--- src/rtl/bnn_neuron_pack.sv ---
// Accumulates signed partial sums for one neuron and thresholds the total into one binary activation.
// Activations are packed into PACK-bit words and handed off over a valid/ready output register.
module bnn_neuron_pack #(
    parameter  int WIDTH_IN = 8,
    parameter  int ACC_W    = WIDTH_IN + 16,
    parameter  int PACK     = 64,
    localparam int SUM_W    = WIDTH_IN + 11,
    localparam int CNT_W    = $clog2(PACK) + 1
) (
    input  logic                    clk,
    input  logic                    rst,
    input  logic                    in_valid,
    output logic                    in_ready,
    input  logic signed [SUM_W-1:0] in_sum,
    input  logic                    in_last,
    input  logic signed [ACC_W-1:0] threshold,
    input  logic                    in_flush,
    output logic                    out_valid,
    input  logic                    out_ready,
    output logic [PACK-1:0]         out_bits,
    output logic [CNT_W-1:0]        out_count,
    output logic                    out_sat
);

    localparam int IDX_W = $clog2(PACK);
    // One guard bit above the wider operand keeps the raw sum exact before clamping.
    localparam int EXT_W = ((ACC_W > SUM_W) ? ACC_W : SUM_W) + 1;

    localparam logic signed [EXT_W-1:0] ACC_MAX = {{(EXT_W-ACC_W+1){1'b0}}, {(ACC_W-1){1'b1}}};
    localparam logic signed [EXT_W-1:0] ACC_MIN = {{(EXT_W-ACC_W+1){1'b1}}, {(ACC_W-1){1'b0}}};

    function automatic logic signed [EXT_W-1:0] wide_sum(
        input logic signed [ACC_W-1:0] a,
        input logic signed [SUM_W-1:0] b
    );
        logic signed [EXT_W-1:0] a_ext;
        logic signed [EXT_W-1:0] b_ext;
        a_ext = {{(EXT_W-ACC_W){a[ACC_W-1]}}, a};
        b_ext = {{(EXT_W-SUM_W){b[SUM_W-1]}}, b};
        return a_ext + b_ext;
    endfunction

    function automatic logic is_clamped(input logic signed [EXT_W-1:0] s);
        return (s > ACC_MAX) || (s < ACC_MIN);
    endfunction

    function automatic logic signed [ACC_W-1:0] clamp(input logic signed [EXT_W-1:0] s);
        if (s > ACC_MAX) return ACC_MAX[ACC_W-1:0];
        if (s < ACC_MIN) return ACC_MIN[ACC_W-1:0];
        return s[ACC_W-1:0];
    endfunction

    logic signed [ACC_W-1:0] acc_q, acc_d;
    logic [IDX_W-1:0]        idx_q, idx_d;
    logic [PACK-1:0]         asm_q, asm_d;
    logic [CNT_W-1:0]        asm_count_q, asm_count_d;
    logic                    word_sat_q, word_sat_d;
    logic                    pend_q, pend_d;
    logic                    out_valid_q, out_valid_d;
    logic [PACK-1:0]         out_bits_q, out_bits_d;
    logic [CNT_W-1:0]        out_count_q, out_count_d;
    logic                    out_sat_q, out_sat_d;

    logic                    accept;
    logic                    flush_go;
    logic                    xfer;
    logic signed [EXT_W-1:0] sum_wide;
    logic signed [ACC_W-1:0] sum_sat;

    assign in_ready  = !pend_q;
    assign out_valid = out_valid_q;
    assign out_bits  = out_bits_q;
    assign out_count = out_count_q;
    assign out_sat   = out_sat_q;

    always_comb begin
        accept   = in_valid && !pend_q;
        flush_go = in_flush && !in_valid && !pend_q && (idx_q != '0);
        xfer     = pend_q && (!out_valid_q || out_ready);
        sum_wide = wide_sum(acc_q, in_sum);
        sum_sat  = clamp(sum_wide);

        acc_d       = acc_q;
        idx_d       = idx_q;
        asm_d       = asm_q;
        asm_count_d = asm_count_q;
        word_sat_d  = word_sat_q;
        pend_d      = pend_q;
        out_valid_d = out_valid_q;
        out_bits_d  = out_bits_q;
        out_count_d = out_count_q;
        out_sat_d   = out_sat_q;

        if (accept) begin
            if (is_clamped(sum_wide)) word_sat_d = 1'b1;
            if (in_last) begin
                asm_d[idx_q] = (sum_sat >= threshold);
                acc_d        = '0;
                idx_d        = idx_q + 1'b1;
                if (idx_q == IDX_W'(PACK - 1)) begin
                    pend_d      = 1'b1;
                    idx_d       = '0;
                    asm_count_d = CNT_W'(PACK);
                end
            end else begin
                acc_d = sum_sat;
            end
        end else if (flush_go) begin
            pend_d      = 1'b1;
            asm_count_d = CNT_W'(idx_q);
            idx_d       = '0;
        end

        // Transfer only happens while pend is set, so it never collides with an accept.
        if (xfer) begin
            out_valid_d = 1'b1;
            out_bits_d  = asm_q;
            out_count_d = asm_count_q;
            out_sat_d   = word_sat_q;
            asm_d       = '0;
            word_sat_d  = 1'b0;
            pend_d      = 1'b0;
        end else if (out_valid_q && out_ready) begin
            out_valid_d = 1'b0;
        end
    end

    always_ff @(posedge clk) begin
        if (rst) begin
            acc_q       <= '0;
            idx_q       <= '0;
            asm_q       <= '0;
            asm_count_q <= '0;
            word_sat_q  <= 1'b0;
            pend_q      <= 1'b0;
            out_valid_q <= 1'b0;
            out_bits_q  <= '0;
            out_count_q <= '0;
            out_sat_q   <= 1'b0;
        end else begin
            acc_q       <= acc_d;
            idx_q       <= idx_d;
            asm_q       <= asm_d;
            asm_count_q <= asm_count_d;
            word_sat_q  <= word_sat_d;
            pend_q      <= pend_d;
            out_valid_q <= out_valid_d;
            out_bits_q  <= out_bits_d;
            out_count_q <= out_count_d;
            out_sat_q   <= out_sat_d;
        end
    end

endmodule

--- config.mk ---
export PLATFORM = sky130hd
export DESIGN_NAME = bnn_neuron_pack
export DESIGN_NICKNAME = d
export VERILOG_FILES = /design/src/rtl/bnn_neuron_pack.sv
export SDC_FILE = /design/constraint.sdc
export NUM_CORES = 1
export LEC_CHECK = 0
export ABC_AREA = 1
export CAP_MARGIN = 40
export CORE_MARGIN = 2
export CORE_UTILIZATION = 43
export CTS_CLUSTER_DIAMETER = 150
export CTS_CLUSTER_SIZE = 14
export DETAILED_ROUTE_END_ITERATION = 6
export GPL_TIMING_DRIVEN = 0
export SYNTH_ARGS = -nofsm -noshare
export SYNTH_HDL_FRONTEND = slang
export SYNTH_SLANG_ARGS = --single-unit
--- constraint.sdc ---
create_clock -name clk -period 7.6 [get_ports clk]
set_clock_uncertainty 0.15 [all_clocks]
set_input_delay 0.76 -clock clk [delete_from_list [all_inputs] [get_ports clk]]
set_output_delay 0.76 -clock clk [all_outputs]
set_load 0.05 [all_outputs]
==> impl_results.md <==
* 1st-pass router iterations at 5
* CTS Buf Count at 17
* Fmax at 0.1889 GHz
* Internal at 1.618 mW
* Type of origin of the critical path: input pin
* Ports at 123
* Antenna Nets Post-Route at 0
* Max stage delay cell, worst path: clkdlybuf4s50_1
* Non-Filler Cell Area, Final at 11620 µm²
* Die ar. at 23180 µm²
* Worst setup EP type: flip-flop
* Share of cells above drive strength 1 at 7.431%
* Clk pwr share at 36.0%
* Placement Cell Area at 11020 µm²
* Critical Path RT at 7.78 ns
* Final setup vio count at 0
* Clock Path Buffers at 2
* Initial DRC count at 452
* Async set-reset flop share out of synthesis at 0%
* CTS Hold Buffers Added at 0
* Final wirelength at 25.46 mm
* Combinational fraction of design power at 24.6%
* Mean area per synthesized cell at 6.589 µm²
* Max cap viols at 0
* Die extent in x at 152.2 µm
* Net Sw Frac at 34.47%
* Core Box Area at 21690 µm²
* Unique masters post-synth at 35
* Post-DR wirelength/cell at 13.63 µm
* Unrepaired setup endpoints after global routing: no
* Cell Pwr Density at 212.5 nW/µm²
* Sw Pwr at 0.8513 mW
* Final Hold Viols at 0
* Mapped Cells at 1434
* Seq cells post-synth at 176
* Worst Path Max Fanout at 10
* Port bufs at 122
* H-tree levels at 4
* Syn_nets at 1534
* Initial antenna violation count at 0
* Slowest stage delay, CP at 0.46 ns
* Final hold slack at 0.3079 ns
* Vias in the first global route at 8253
* Most frequent CP cell: nand2_1
* Number of synthesized flops with an enable pin at 0
* Clk sinks at 176
* Resized Gates After CTS at 0
* Largest net degree at the start of global routing at 20
* Drc violations at 0
* Worst Tran Pin Value at 0.8016 ns
* First-pass GRT wire length at 41.50 mm
* CTS tree: yes
* Register area share after synthesis at 37.29%
* Slew Limit Fails at 0
* Nets@finish at 1675
* Synth Warn # at 0
* Worst skew pair latency at 0.44 ns
* Top delay family on crit path: simple AND/OR/NAND/NOR gates
* Post-CTS Setup Inserts at 0
* Class of the tightest hold or removal check: flip-flop to flip-flop
* Layout area overhead at 22.99%
* Post-synth top flop: dfxtp_1
* DR vias at 8981
* Setup TNS at 0 ns
* Mapped Area at 9449 µm²
* Peak supply drop at 153.3 µV
* GRT Util Overall at 22.05%
* Crit share post-route at 69.67%
* Tot Pwr at 2.470 mW
* Ant. Diodes at 0
* DR vias/cell at 4.808
* GPL Wtd Cong at 0.8991
* Cell row count at 54
* CP bufs+invs at 5
* Critical Path AT at 5.47 ns
* Total grt overflow at 0
* Sequential power share at 39.4%
* Leak Pwr at 4.926 nW
* Status: finished, final reports clean
* Slew margin rel. at 46.40%
* Root buffer cell: clkbuf_16
* Post-DP HPWL at 19.48 mm
* Worst Setup Path Type: input pin to flip-flop
* Crit path time final at 5.295 ns
* Chip height at 152.2 µm
* CTS clk-pin slew, worst paths at 0.07 ns
* Initial Util at 43.57%
[per-stage QoR]
stage               utilization (%)  worst slack, ns  instances
finish                        53.58            2.305       1868
global route                  53.58            1.891       1868
CTS                           53.58            2.258       1868
detailed placement            50.81            1.832       1836
global placement              50.81            1.812       1836
floorplan                         -            3.483       1434
[placed cells by master (no fill, tap or decap), types with 2 or more instances in the layout]
cell and instances:
xor2_1 9, clkbuf_1 27, clkbuf_16 17, inv_6 4, ha_1 50, and2_1 3
nor2_1 393, buf_6 2, inv_2 4, dfxtp_1 176, clkinv_8 3, o21bai_1 7
clkdlybuf4s50_1 122, nor3_1 6, nand3_1 24, buf_1 8, a211oi_1 3, a21oi_1 52
nor2_2 2, clkinv_1 2, a21oi_2 17, nand3b_1 2, a21boi_0 2, xnor2_1 4
inv_1 178, nand4_1 18, nand2_2 48, nor3b_1 2, o21ai_0 145, inv_8 4
nand2_1 233, buf_2 9
[power by group through the flow]
stage	combinational, mW	sequential [mW]	clock (mW)
floorplan	0.368	1.05	0
global placement	0.602	0.994	0
detailed placement	0.608	0.995	0
CTS	0.610	0.973	0.900
global route	0.676	0.977	0.943
finish	0.608	0.973	0.889
[path summary, 6_finish.rpt]
path	cells past startpoint	from	endpoint	slack, ns
worst max register to register	27	acc_q[0]	asm_q[41]	2.74
worst min-delay path	2	asm_count_q[3]	asm_count_q[3]	0.31
worst max-delay path	28	in_sum[0]	asm_q[41]	2.31
worst min register to register	2	asm_count_q[3]	asm_count_q[3]	0.31
[Yosys cell counts (2+ instances only)]
| master | count | area [µm²] |
|---|---|---|
| and2_1 | 3 | 18.77 |
| buf_1 | 8 | 30.03 |
| a211oi_1 | 3 | 22.52 |
| nor2_2 | 2 | 12.51 |
| nand3_1 | 24 | 120.1 |
| inv_1 | 178 | 668.1 |
| xor2_1 | 9 | 78.83 |
| o21bai_1 | 7 | 52.55 |
| buf_2 | 9 | 45.04 |
| a21oi_2 | 17 | 148.9 |
| buf_6 | 2 | 22.52 |
| nand2_1 | 233 | 874.6 |
| nor3b_1 | 2 | 15.01 |
| xnor2_1 | 4 | 35.03 |
| a21boi_0 | 2 | 15.01 |
| dfxtp_1 | 176 | 3523 |
| o21ai_0 | 145 | 725.7 |
| clkbuf_1 | 27 | 101.4 |
| nand2_2 | 48 | 300.3 |
| nor3_1 | 6 | 30.03 |
| nor2_1 | 393 | 1475 |
| a21oi_1 | 52 | 260.3 |
| clkinv_1 | 2 | 7.510 |
| ha_1 | 50 | 625.6 |
| nand4_1 | 18 | 112.6 |
| inv_2 | 4 | 15.01 |
| nand3b_1 | 2 | 15.01 |
[kinds of logic (layout without fill, tap and decap cells)]
| kind of cell | Yosys count | count (layout) | share of synthesized area, % |
|---|---|---|---|
| compound gates | 228 | 228 | 13.11 |
| xor+xnor | 13 | 13 | 1.205 |
| buf+inv | 232 | 386 | 9.785 |
| flops | 176 | 176 | 37.29 |
| fa+ha+maj | 51 | 51 | 6.833 |
| simple gates | 734 | 734 | 31.78 |
[worst register-to-register path: stages (launching register included)]
cell      delay [ns]
dfxtp_1         0.35
ha_1            0.26
inv_1           0.08
fa_1            0.41
inv_1           0.09
nand2_1         0.07
nand2_1         0.07
nand3b_1        0.13
nand2_2         0.16
nand2_1         0.11
nand3_1         0.11
nand2_1         0.07
nand2_2         0.11
nand2_4         0.11
buf_12          0.17
nand2_2         0.06
nand2_2         0.05
ha_1            0.29
nand2_1         0.07
nor2_1          0.13
nand4_1         0.22
nor2_1          0.24
o21ai_0         0.24
nand4_1         0.13
nand3_1         0.37
buf_2           0.35
nor2_1          0.11
nor2_1          0.04
[state kept, by name, summed over array words and instances (netlist names)]
register	cells
acc_q	24
asm_count_q	7
asm_q	64
idx_q	6
out_bits	64
out_count	7
out_sat	1
out_valid	1
pend_q	1
word_sat_q	1
[routing by layer]
layer  vias to the layer above  part of all wire [%]  global-route usage [%]  wire, µm
met5                         -                     0                       0         0
met4                         0                   1.6                   6.142       415
met3                        28                   3.9                   3.242       987
met2                       176                    46                   37.17     11670
met1                      4000                    49                   29.52     12390
li1                       4777                     -                       -         -
[layout make-up]
type,count,area [µm²]
sequential,176,3523
multi-input combinational,1026,5001
tap,280,350.3
clock inverter,14,161.4
timing repair buffer,122,1221
buffer,48,234.0
fill,2194,10070
inverter,184,690.7
clock buffer,18,439.2
Power figures use the tool's default switching activity.
